===== config.mk =====
export PLATFORM = sky130hd
export DESIGN_NAME = baud_tick_gen
export DESIGN_NICKNAME = d
export VERILOG_FILES = /design/src/rtl/baud_pkg.sv /design/src/rtl/frac_accum.sv /design/src/rtl/baud_tick_gen.sv
export SDC_FILE = /design/constraint.sdc
export NUM_CORES = 1
export LEC_CHECK = 0
export ABC_AREA = 1
export CELL_PAD_IN_SITES_DETAIL_PLACEMENT = 0
export CELL_PAD_IN_SITES_GLOBAL_PLACEMENT = 1
export CORE_UTILIZATION = 43
export CTS_CLUSTER_SIZE = 30
export DETAILED_ROUTE_END_ITERATION = 8
export DONT_BUFFER_PORTS = 1
export PLACE_DENSITY_LB_ADDON = 0.2
export SLEW_MARGIN = 15
export SYNTH_ARGS = -nofsm -noshare
export SYNTH_HDL_FRONTEND = slang
export SYNTH_SLANG_ARGS = --single-unit
export TNS_END_PERCENT = 5

===== constraint.sdc =====
create_clock -name clk_i -period 2.75 [get_ports clk_i]
set_input_delay 0.275 -clock clk_i [delete_from_list [all_inputs] [get_ports clk_i]]
set_output_delay 0.275 -clock clk_i [all_outputs]
set_load 0.01 [all_outputs]

===== src/rtl/baud_pkg.sv =====
// Shared constants for the baud tick generator.
//   FRAC_W_DEF / CNT_W_DEF : default divider widths
//   BAUD_*                 : (integer, fractional) divisor pairs for 16x
//                            oversampling from a 50 MHz clock
package baud_pkg;

  localparam int CNT_W_DEF  = 16;
  localparam int FRAC_W_DEF = 4;

  typedef struct packed {
    logic [CNT_W_DEF-1:0]  div_int;
    logic [FRAC_W_DEF-1:0] div_frac;
  } baud_div_t;

  // Period = N + 1 + F/16 cycles of 20 ns; 16 periods per bit.
  localparam baud_div_t BAUD_9600   = '{div_int: 16'd324, div_frac: 4'd8};
  localparam baud_div_t BAUD_19200  = '{div_int: 16'd161, div_frac: 4'd12};
  localparam baud_div_t BAUD_115200 = '{div_int: 16'd26,  div_frac: 4'd2};

endpackage


===== src/rtl/frac_accum.sv =====
// Fractional phase accumulator. On each enabled cycle adds addend_i to acc
// (wrapping at FRAC_W bits) and registers the carry-out, which stretches the
// following period by one cycle.
//   clk_i, rst_ni : clock, async active-low reset
//   clr_i         : synchronous clear (priority over en_i)
//   en_i          : add strobe
//   addend_i      : fractional divisor
//   acc_o/carry_o : accumulator value and last carry-out
module frac_accum
  import baud_pkg::*;
#(
  parameter int FRAC_W = FRAC_W_DEF
) (
  input  logic              clk_i,
  input  logic              rst_ni,
  input  logic              clr_i,
  input  logic              en_i,
  input  logic [FRAC_W-1:0] addend_i,
  output logic [FRAC_W-1:0] acc_o,
  output logic              carry_o
);

  logic [FRAC_W-1:0] acc_q;
  logic              carry_q;
  logic [FRAC_W:0]   sum;

  assign sum = {1'b0, acc_q} + {1'b0, addend_i};

  always_ff @(posedge clk_i or negedge rst_ni) begin
    if (!rst_ni) begin
      acc_q   <= '0;
      carry_q <= 1'b0;
    end else if (clr_i) begin
      acc_q   <= '0;
      carry_q <= 1'b0;
    end else if (en_i) begin
      {carry_q, acc_q} <= sum;
    end
  end

  assign acc_o   = acc_q;
  assign carry_o = carry_q;

endmodule


===== src/rtl/baud_tick_gen.sv =====
// Programmable fractional baud tick generator.
//   clk_i, rst_ni      : clock, async active-low reset
//   en_i               : count enable (low freezes state, no ticks)
//   restart_i          : synchronous phase restart (priority over en_i)
//   div_int_i/div_frac_i/div_load_i : divisor request and capture strobe
//   ovs_tick_o         : oversample tick, average period N+1+F/2^FRAC_W
//   bit_tick_o         : every OVS-th ovs_tick (end of slot OVS-1)
//   ovs_phase_o        : current oversample slot within the bit
//   load_pending_o     : shadow divisor waiting for a period boundary
module baud_tick_gen
  import baud_pkg::*;
#(
  parameter int CNT_W        = CNT_W_DEF,
  parameter int FRAC_W       = FRAC_W_DEF,
  parameter int OVS          = 16,
  parameter int DEFAULT_INT  = 163,
  parameter int DEFAULT_FRAC = 0,
  localparam int PH_W        = $clog2(OVS)
) (
  input  logic              clk_i,
  input  logic              rst_ni,
  input  logic              en_i,
  input  logic              restart_i,
  input  logic [CNT_W-1:0]  div_int_i,
  input  logic [FRAC_W-1:0] div_frac_i,
  input  logic              div_load_i,
  output logic              ovs_tick_o,
  output logic              bit_tick_o,
  output logic [PH_W-1:0]   ovs_phase_o,
  output logic              load_pending_o
);

  logic [CNT_W-1:0]  cnt_q, cnt_d, act_int_q, act_int_d, sh_int_q, sh_int_d;
  logic [FRAC_W-1:0] act_frac_q, act_frac_d, sh_frac_q, sh_frac_d;
  logic [PH_W-1:0]   phase_q, phase_d;
  logic              pend_q, pend_d, ovs_q, ovs_d, bit_q, bit_d;
  logic              carry, wrap, phase_last;
  logic [CNT_W:0]    lim;
  logic [FRAC_W-1:0] acc_unused;

  frac_accum #(.FRAC_W(FRAC_W)) u_acc (
    .clk_i    (clk_i),
    .rst_ni   (rst_ni),
    .clr_i    (restart_i),
    .en_i     (en_i & wrap),
    .addend_i (act_frac_q),
    .acc_o    (acc_unused),
    .carry_o  (carry)
  );

  // ">=" rather than "==" so a divisor lowered below cnt wraps at once.
  assign lim        = {1'b0, act_int_q} + {{CNT_W{1'b0}}, carry};
  assign wrap       = ({1'b0, cnt_q} >= lim);
  assign phase_last = (phase_q == PH_W'(OVS - 1));

  always_comb begin
    cnt_d      = cnt_q;
    phase_d    = phase_q;
    ovs_d      = 1'b0;
    bit_d      = 1'b0;
    act_int_d  = act_int_q;
    act_frac_d = act_frac_q;
    sh_int_d   = sh_int_q;
    sh_frac_d  = sh_frac_q;
    pend_d     = pend_q;
    if (restart_i) begin
      cnt_d   = '0;
      phase_d = '0;
      if (div_load_i) begin
        act_int_d  = div_int_i;
        act_frac_d = div_frac_i;
        pend_d     = 1'b0;
      end else if (pend_q) begin
        act_int_d  = sh_int_q;
        act_frac_d = sh_frac_q;
        pend_d     = 1'b0;
      end
    end else begin
      if (en_i) begin
        if (wrap) begin
          cnt_d   = '0;
          ovs_d   = 1'b1;
          bit_d   = phase_last;
          phase_d = phase_last ? '0 : phase_q + PH_W'(1);
        end else begin
          cnt_d = cnt_q + CNT_W'(1);
        end
      end
      // A fresh load overrides any application this edge; the new shadow
      // waits for the next period boundary (or idle edge).
      if (div_load_i) begin
        sh_int_d  = div_int_i;
        sh_frac_d = div_frac_i;
        pend_d    = 1'b1;
      end else if (pend_q && (!en_i || wrap)) begin
        act_int_d  = sh_int_q;
        act_frac_d = sh_frac_q;
        pend_d     = 1'b0;
      end
    end
  end

  always_ff @(posedge clk_i or negedge rst_ni) begin
    if (!rst_ni) begin
      cnt_q      <= '0;
      phase_q    <= '0;
      ovs_q      <= 1'b0;
      bit_q      <= 1'b0;
      act_int_q  <= CNT_W'(DEFAULT_INT);
      act_frac_q <= FRAC_W'(DEFAULT_FRAC);
      sh_int_q   <= CNT_W'(DEFAULT_INT);
      sh_frac_q  <= FRAC_W'(DEFAULT_FRAC);
      pend_q     <= 1'b0;
    end else begin
      cnt_q      <= cnt_d;
      phase_q    <= phase_d;
      ovs_q      <= ovs_d;
      bit_q      <= bit_d;
      act_int_q  <= act_int_d;
      act_frac_q <= act_frac_d;
      sh_int_q   <= sh_int_d;
      sh_frac_q  <= sh_frac_d;
      pend_q     <= pend_d;
    end
  end

  assign ovs_tick_o     = ovs_q;
  assign bit_tick_o     = bit_q;
  assign ovs_phase_o    = phase_q;
  assign load_pending_o = pend_q;

endmodule


== Word-level counts from Yosys, hierarchy flattened ==
Cells that the tools add are included.

* Bits in registers: 68
* Word-level logic and storage cells: 62

* Add/subtract/negate cells: 4
* Order comparisons: 1
* Equal/unequal tests: 3
* Multiplexer cells: 30
* Bitwise logic cells: 2
* Reductions and logical operators: 11

{| class="wikitable"
|+ Operators by type and width
! kind !! number
|-
| $mux W16 || 8
|-
| $mux W4 || 11
|-
| $add A16 B1 Y17 || 1
|-
| $ge A16 B17 Y1 || 1
|-
| $add A16 B1 Y16 const B || 1
|-
| $mux W1 || 11
|-
| $reduce_bool A2 Y1 || 4
|-
| $add A4 B4 Y5 || 1
|-
| $add A4 B1 Y4 const B || 1
|-
| $eq A4 B4 Y1 const B || 1
|-
| $reduce_and A2 Y1 || 2
|-
| $ne A3 B1 Y1 const B || 1
|-
| $reduce_and A3 Y1 || 1
|-
| $reduce_bool A3 Y1 || 1
|-
| $ne A2 B2 Y1 const B || 1
|-
| $and A1 B1 Y1 || 1
|-
| $logic_and A1 B1 Y1 || 1
|-
| $logic_not A1 Y1 || 1
|-
| $logic_or A1 B1 Y1 || 1
|-
| $not A1 Y1 || 1
|}

== Logic depth before layout (Yosys ltp) ==
Gate-level depths: netlist (run 1).

* Depth in word-level cells: 7
* Mapped depth: 20
* Gate-level depth less buffers: 20

== By module ==
A second synthesis (run 1) with hierarchy kept.

* Cell total of the unflattened synthesis: 514
* Area total of the unflattened synthesis: 4035.1 µm²

{| class="wikitable"
|+ By module, submodules not included
! module !! times used !! cells each !! area an instance (µm²) !! sequential area each (µm²)
|-
| baud_tick_gen || 1 || 473 || 3696.0 || 1586.5
|-
| frac_accum || 1 || 41 || 339.1 || 125.1
|}

== Least setup slack after synthesis (run 1) ==
No wires, ideal clock.

* Path type: register to register
* Start: register act_int_q[0]
* End: register cnt_q[10]
* Arrival time: 2.594 ns
* Slack: 0.034 ns
* Cell stages (with the launch flop): 18
* Period minus slack after synthesis: 2.716 ns
* Cell sequence: dfstp_2 ha_1 and3_1 nand2_1 nor3_1 nand3_1 xor2_1 ha_1 nand2_1 nor2_1 nand3_1 nor2_1 nand2_2 nand2_4 nand2_8 nand2_4 buf_6 nor2_2

* Longest elaborated chain between the ends: 5

{| class="wikitable"
|+ RTL lines
! item !! line !! text
|-
| start, declared || baud_tick_gen.sv:33 || <nowiki>logic [CNT_W-1:0] cnt_q, cnt_d, act_int_q, act_int_d, sh_int_q, sh_int_d;</nowiki>
|-
| start signal, assigned || baud_tick_gen.sv:109 || <nowiki>act_int_q <= CNT_W'(DEFAULT_INT);</nowiki>
|-
| start signal, assigned || baud_tick_gen.sv:119 || <nowiki>act_int_q <= act_int_d;</nowiki>
|-
| $add A16 B1 Y17 || baud_tick_gen.sv:52 || <nowiki>assign lim = {1'b0, act_int_q} + {{CNT_W{1'b0}}, carry};</nowiki>
|-
| $ge A16 B17 Y1 || baud_tick_gen.sv:53 || <nowiki>assign wrap = ({1'b0, cnt_q} >= lim);</nowiki>
|-
| $mux W16 || baud_tick_gen.sv:80 || <nowiki>if (wrap) begin</nowiki>
|-
| $mux W16 || baud_tick_gen.sv:79 || <nowiki>if (en_i) begin</nowiki>
|-
| $mux W16 || baud_tick_gen.sv:66 || <nowiki>if (restart_i) begin</nowiki>
|-
| end signal, assigned || baud_tick_gen.sv:115 || <nowiki>cnt_q <= cnt_d;</nowiki>
|-
| end, declared || baud_tick_gen.sv:33 ||
|}

Every way passes these cells. The select of a mux whose other input is x is not followed.
A chain may end at the register's enable or synchronous reset.

== Worst setup path after layout (run 1) ==
* Start: register act_int_q[0]
* End: register act_int_q[3]

* Longest elaborated chain between the ends: 6

{| class="wikitable"
|+ RTL lines
! item !! line !! text
|-
| $add A16 B1 Y17 || baud_tick_gen.sv:52 ||
|-
| $ge A16 B17 Y1 || baud_tick_gen.sv:53 ||
|-
| $logic_or A1 B1 Y1 || baud_tick_gen.sv:95 || <nowiki>end else if (pend_q && (!en_i || wrap)) begin</nowiki>
|-
| $logic_and A1 B1 Y1 || baud_tick_gen.sv:95 ||
|-
| $reduce_bool A2 Y1 (no source line) || - ||
|-
| $reduce_and A3 Y1 (no source line) || - ||
|}

Every way passes these cells.

==> impl_metrics.toml, run 1 <==
[clock_network]
clkLatencyLatePin_ns = 0.34
cts_tree = "done"
htreeDepth = 3
clockBufferDepth = 2
clkSlewWorstSetupHoldPaths_ns = 0.07
clkSinkCount = 68
cts_root_buf = "clkbuf_8"
numCtsBuffers = 9

[sta]
finalSetupViolations = 38
tightest_slew_ns = 1.08
slew_headroom = 0.279
holdWs_ns = 0.0710
setup_ws_ns = -0.128
rsz0062_at_grt = "yes"
finalSetupTns_ns = -2.38
skew_ns = 0.0162
hold_violations = 0
period_needed_ns = 2.88
maxSlewViolCount = 0
fmax_ghz = 0.347
fin_crit_sh = 1.05

[die]
core_um2 = 8890
pin_count = 32
fp.dieW_um = 98.6
start_util = 0.451
die_area_um2 = 9710
rows = 34
fp.dieH_um = 98.6

[grt]
grt_usage = 0.182
grt_antenna_before_repair = 0
grt_max_degree = 69
grt_pass1_vias = 2959
grt_overflow = 0
grt_pass1_wl_um = 14100

[cells_and_area]
diodes = 0
post_route_cells_drive_above_1_share = 0.178
nNetsFinal = 579
area_growth_pct = 17.0

[min_path]
hold_end = "sh_int_q[0]$_DFFE_PN1P_"
hold_path.class = "in -> reg"
hp-start = "div_int_i[0]"
whs_path_depth = 2

[synthesis]
ys_async_sr_fraction = 1.00
synth_edf_count = 0
syn_area_per_cell_um2 = 7.88
syn_nets = 559
yosysTopAreaCell = "dfrtp_1"
ys.flop_type = "dfrtp_1"
syn_area_um2 = 4010
yosys.area.top_type_share = 0.375
synthDistinctLibCells = 31
yosysWarnings = 0
yosysMostFrequentCell = "nand2_1"
synth_cells = 509
synth.area.top_cells = "dfrtp_1 (37%), nand2_1 (14%), ha_1 (7.5%)"
netlist_top_cells_count = "nand2_1 (150), dfrtp_1 (60), inv_1 (53), o21ai_0 (44), nand3_1 (43)"
ys_seq_area_frac = 0.427
ys_seq_elements = 68

[worst_setup_path]
crit_buf_inv = 3
r2r-end = "act_int_q[3]$_DFFE_PN0P_"
endpoint_kind = "flip-flop"
path_delay_family = "simple AND/OR/NAND/NOR gates"
cp_common_cell = "nand2_1"
rr_worst_depth = 17
ff2ff_setup_slack_ns = -0.13
cpMaxStageDelayCell = "dfstp_2"
slowest_delay_ns = 0.57
worstPathArrival_ns = 3.11
cp_max_fo = 7
criticalPathCategory = "reg -> reg"
critical_path.cell_chain = "ha_4 > and3_4 > buf_6 > nand4_1 > buf_4 > xor2_1 > ha_1 > nand2_1 > nor2_1 > nand2_1 > nand2_1 > nand2_2 > nand3_4 > nand2_4 > clkbuf_16 > nand2_1 > nand2_1"
reg2reg_from = "act_int_q[0]$_DFFE_PN1P_"
worstPathRequired_ns = 2.98
cp-start-kind = "flip-flop"

[route]
drt-vias-per-instance = 4.97
first_pass_iters = 4
vias = 3193
ant_nets = 0
dr.first_iter.drc_count = 110
wl_per_cell_um = 13.0
routed_wirelength_um = 8340
drcViolationCount = 0

[power]
power_density_nw_per_um2 = 573
ir_worst_vdd_v = 0.000268
p_leak_nw = 2.34
power_mw = 2.69

[place]
port_buffers = 0
dpl_worst_slack_ns = -0.115
place_congestion = 0.838
post-dp-hpwl_um = 5640

[run_status]
outcome = "finished with violations"
violations = "negative setup slack"

[job]
cap_viol_max_count = 0
-- worst max-delay path by stage --
stage / start / endpoint / cells past startpoint
5_1_grt: act_int_q[0]$_DFFE_PN1P_ / act_int_q[1]$_DFFE_PN1P_ / 20
6_report: act_int_q[0]$_DFFE_PN1P_ / act_int_q[3]$_DFFE_PN0P_ / 17
2_1_floorplan: act_int_q[0]$_DFFE_PN1P_ / cnt_q[10]$_DFFE_PN0P_ / 17
4_1_cts: act_int_q[0]$_DFFE_PN1P_ / act_int_q[13]$_DFFE_PN0P_ / 19
3_5_place_dp: act_int_q[0]$_DFFE_PN1P_ / act_frac_q[2]$_DFFE_PN0P_ / 18
3_3_place_gp: act_int_q[0]$_DFFE_PN1P_ / cnt_q[11]$_DFFE_PN0P_ / 17
-- cell families (layout without fill, tap and decap cells) --
| family | count (synthesis) | in the layout | synth area share |
|---|---|---|---|
| and+or+nand+nor | 266 | 266 | 0.299 |
| xor gates and xnor gates | 24 | 24 | 0.0524 |
| buffers and inverters | 71 | 96 | 0.0708 |
| adders and majority gates | 25 | 25 | 0.0799 |
| AOI/OAI and AO/OA | 55 | 55 | 0.0709 |
| DFF | 68 | 68 | 0.427 |
-- metal layers --
layer / vias up / track usage / wire length [µm]
met1: 1449 / 0.251 / 4150
met3: 11 / 0.0475 / 331
met2: 53 / 0.277 / 3720
li1: 1680 / - / -
met4: 0 / 0.0654 / 132
met5: - / 0 / 0
-- registers in the layout, indices dropped and copies added (netlist names), 4 cells and up --
signal,count
u_acc.acc_o,4
act_frac_q,4
cnt_q,16
ovs_phase_o,4
sh_frac_q,4
sh_int_q,16
act_int_q,16
-- cell usage in the layout, fill, tap and decap left out, types with 8 or more instances in the layout --
cell / synthesis / layout
nor2_2: 14 / 15
clkbuf_8: 0 / 10
nor2_1: 27 / 26
dfstp_2: 8 / 8
o21ai_0: 44 / 42
dfrtp_1: 60 / 60
nand3_1: 43 / 43
nand2_1: 150 / 135
inv_1: 53 / 51
xor2_1: 17 / 17
buf_4: 2 / 14
nand2_2: 3 / 16
ha_1: 24 / 23
nand4_1: 14 / 14
-- per-stage QoR --
step,instance area (µm²),util,std cells
floorplan,4010,-,509
global placement,4220,0.474,618
detailed placement,4220,0.474,618
CTS,4520,0.508,636
global route,4690,0.528,642
finish,4690,0.528,642
-- power by group --
part	internal (mW)	total, mW	switching (mW)
Combinational	0.230	0.543	0.313
Sequential	1.12	1.23	0.108
Clock	0.535	0.914	0.379
Total	1.89	2.69	0.800
-- layout make-up --
type	count	area (µm²)
Fill cell	861	4200
Sequential cell	68	1710
Inverter	56	213
Clock inverter	4	72.6
Tap cell	108	135
Multi-Input combinational cell	370	2120
Clock buffer	12	145
Timing Repair Buffer	24	292
-- what timing repair did --
item | in CTS | in global routing
endpoints found under the hold margin | 68 | 0
hold buffers | 2 | 0
setup buffers | 0 | 3
endpoints found under the setup margin | 48 | 48
resized for setup | 10 | 27
gates cloned | 0 | 3
pin swaps | 8 | 20
-- worst reg2reg max path, delay by kind of cell (launching register included) --
kind | cells | cell delay (ns)
buffers and inverters | 3 | 0.46
AND/OR/NAND/NOR | 11 | 1.19
XOR/XNOR | 1 | 0.15
adder cells (fa/ha/maj) | 2 | 0.42
flip-flops | 1 | 0.57
Note: power is estimated with default switching activity, not from simulation.
==> run 2: changes to the inputs <==
--- a/config.mk
+++ b/config.mk
@@ -12,6 +12,7 @@
 export CTS_CLUSTER_SIZE = 30
 export DETAILED_ROUTE_END_ITERATION = 8
 export DONT_BUFFER_PORTS = 1
+export MAX_ROUTING_LAYER = met4
 export PLACE_DENSITY_LB_ADDON = 0.2
 export SLEW_MARGIN = 15
 export SYNTH_ARGS = -nofsm -noshare
==> impl_metrics.toml, run 2 (synthesized netlist as in run 1, its figures left out) <==
[route]
dr.first_iter.drc_count = 120
vias = 3183
drt-met1-wl_um = 4180
met2_length_um = 3720
drcViolationCount = 0
drt-vias-per-instance = 4.96
first_pass_iters = 4
wl_per_cell_um = 13.0
met3_length_um = 306
ant_nets = 0
highest_layer = "met4"
routed_wirelength_um = 8330

[die]
fp.dieH_um = 98.6
rows = 34
start_util = 0.451
fp.dieW_um = 98.6
core_um2 = 8890
die_area_um2 = 9710
pin_count = 32

[clock_network]
clkSinkCount = 68
cts_tree = "done"
numCtsBuffers = 9
clkSlewWorstSetupHoldPaths_ns = 0.07
htreeDepth = 3
cts_root_buf = "clkbuf_8"
clkLatencyLatePin_ns = 0.35
clockBufferDepth = 2

[worst_setup_path]
ff2ff_setup_slack_ns = -0.13
cp_max_fo = 7
startpoint = "act_int_q[0]$_DFFE_PN1P_"
criticalPathCategory = "reg -> reg"
cp-start-kind = "flip-flop"
worstPathRequired_ns = 2.98
r2r-end = "act_int_q[3]$_DFFE_PN0P_"
worstPathArrival_ns = 3.11
rr_worst_depth = 17
endpoint_kind = "flip-flop"
reg2reg_from = "act_int_q[0]$_DFFE_PN1P_"

[cells_and_area]
fillers = 861
area_growth_pct = 17.0
final_area_um2 = 4690
layout_common_cells = "nand2_1 (135), dfrtp_1 (60), inv_1 (51)"
final_core_util = 0.528
final_common_cell = "nand2_1"
reg_top3 = "act_int_q (16), cnt_q (16), sh_int_q (16)"
post_route_cells_drive_above_1_share = 0.178
nNetsFinal = 579
diodes = 0

[grt]
grt_max_degree = 69
grt_overflow = 0
grt_pass1_wl_um = 14100
grt_usage = 0.188
grt_antenna_before_repair = 0
grt_pass1_vias = 2954

[min_path]
whs_path_depth = 2
hold_path.class = "in -> reg"
hp-start = "div_int_i[0]"
hold_end = "sh_int_q[0]$_DFFE_PN1P_"

[sta]
finalSetupViolations = 38
fmax_ghz = 0.347
period_needed_ns = 2.88
rsz0062_at_grt = "yes"
slew_headroom = 0.279
fin_crit_sh = 1.05
hold_violations = 0
maxSlewViolCount = 0
skew_ns = 0.0162
tightest_slew_ns = 1.08
holdWs_ns = 0.0707
setup_ws_ns = -0.128

[job]
cap_viol_max_count = 0

[place]
port_buffers = 0
place_area_um2 = 4220
place_congestion = 0.851
post-dp-hpwl_um = 5640
dpl_worst_slack_ns = -0.115

[power]
ir_worst_vdd_v = 0.000267
power_density_nw_per_um2 = 573
p_leak_nw = 2.34

[run_status]
violations = "negative setup slack"
outcome = "finished with violations"
[run 2: layout make-up]
class	instances	area, µm²	share of cell area
inverter	56	213	0.0453
clock buffer	12	145	0.0309
clock inverter	4	72.6	0.0155
sequential	68	1710	0.365
timing repair buffer	24	292	0.0621
tap	108	135	0.0288
multi-input combinational	370	2120	0.453
[run 2: critical path, cell delays in order (launching register included)]
cell	delay, ns
dfstp_2	0.57
ha_4	0.15
and3_4	0.20
buf_6	0.09
nand4_1	0.12
buf_4	0.17
xor2_1	0.15
ha_1	0.27
nand2_1	0.06
nor2_1	0.17
nand2_1	0.08
nand2_1	0.10
nand2_2	0.11
nand3_4	0.16
nand2_4	0.10
clkbuf_16	0.18
nand2_1	0.05
nand2_1	0.04
[run 2: power breakdown]
group | switching (mW) | internal [mW]
logic | 0.313 | 0.230
clock network | 0.377 | 0.535
registers | 0.108 | 1.13
total | 0.798 | 1.89
[run 2: worst max-delay path by stage]
stage	end	slack [ns]	depth (start not counted)
after floorplan	cnt_q[10]$_DFFE_PN0P_	0.03	17
after global placement	cnt_q[11]$_DFFE_PN0P_	-0.07	17
after detailed placement	act_frac_q[2]$_DFFE_PN0P_	-0.11	18
after CTS	act_int_q[13]$_DFFE_PN0P_	-0.07	19
after global routing	act_int_q[1]$_DFFE_PN1P_	-0.32	20
final	act_int_q[3]$_DFFE_PN0P_	-0.13	17
[run 2: layer usage]
metal	GRT usage	vias to the layer above
li1	-	1681
met1	0.254	1442
met2	0.277	48
met3	0.0447	12
met4	0.0654	0
met5	-	-
[run 2: stage by stage]
stage	instances	TNS [ns]	total power, mW
floorplan	509	0	1.57
global placement	618	-1.48	1.70
detailed placement	618	-3.13	1.71
CTS	636	-1.79	2.67
global route	642	-12.02	2.86
finish	642	-2.41	2.69
[run 2: what timing repair did]
action | in CTS | in global routing
gates cloned | 0 | 3
setup buffers | 0 | 3
pin swaps | 8 | 20
hold buffers | 2 | 0
endpoints found under the setup margin | 48 | 48
gates resized for setup | 10 | 27
endpoints found under the hold margin | 68 | 0
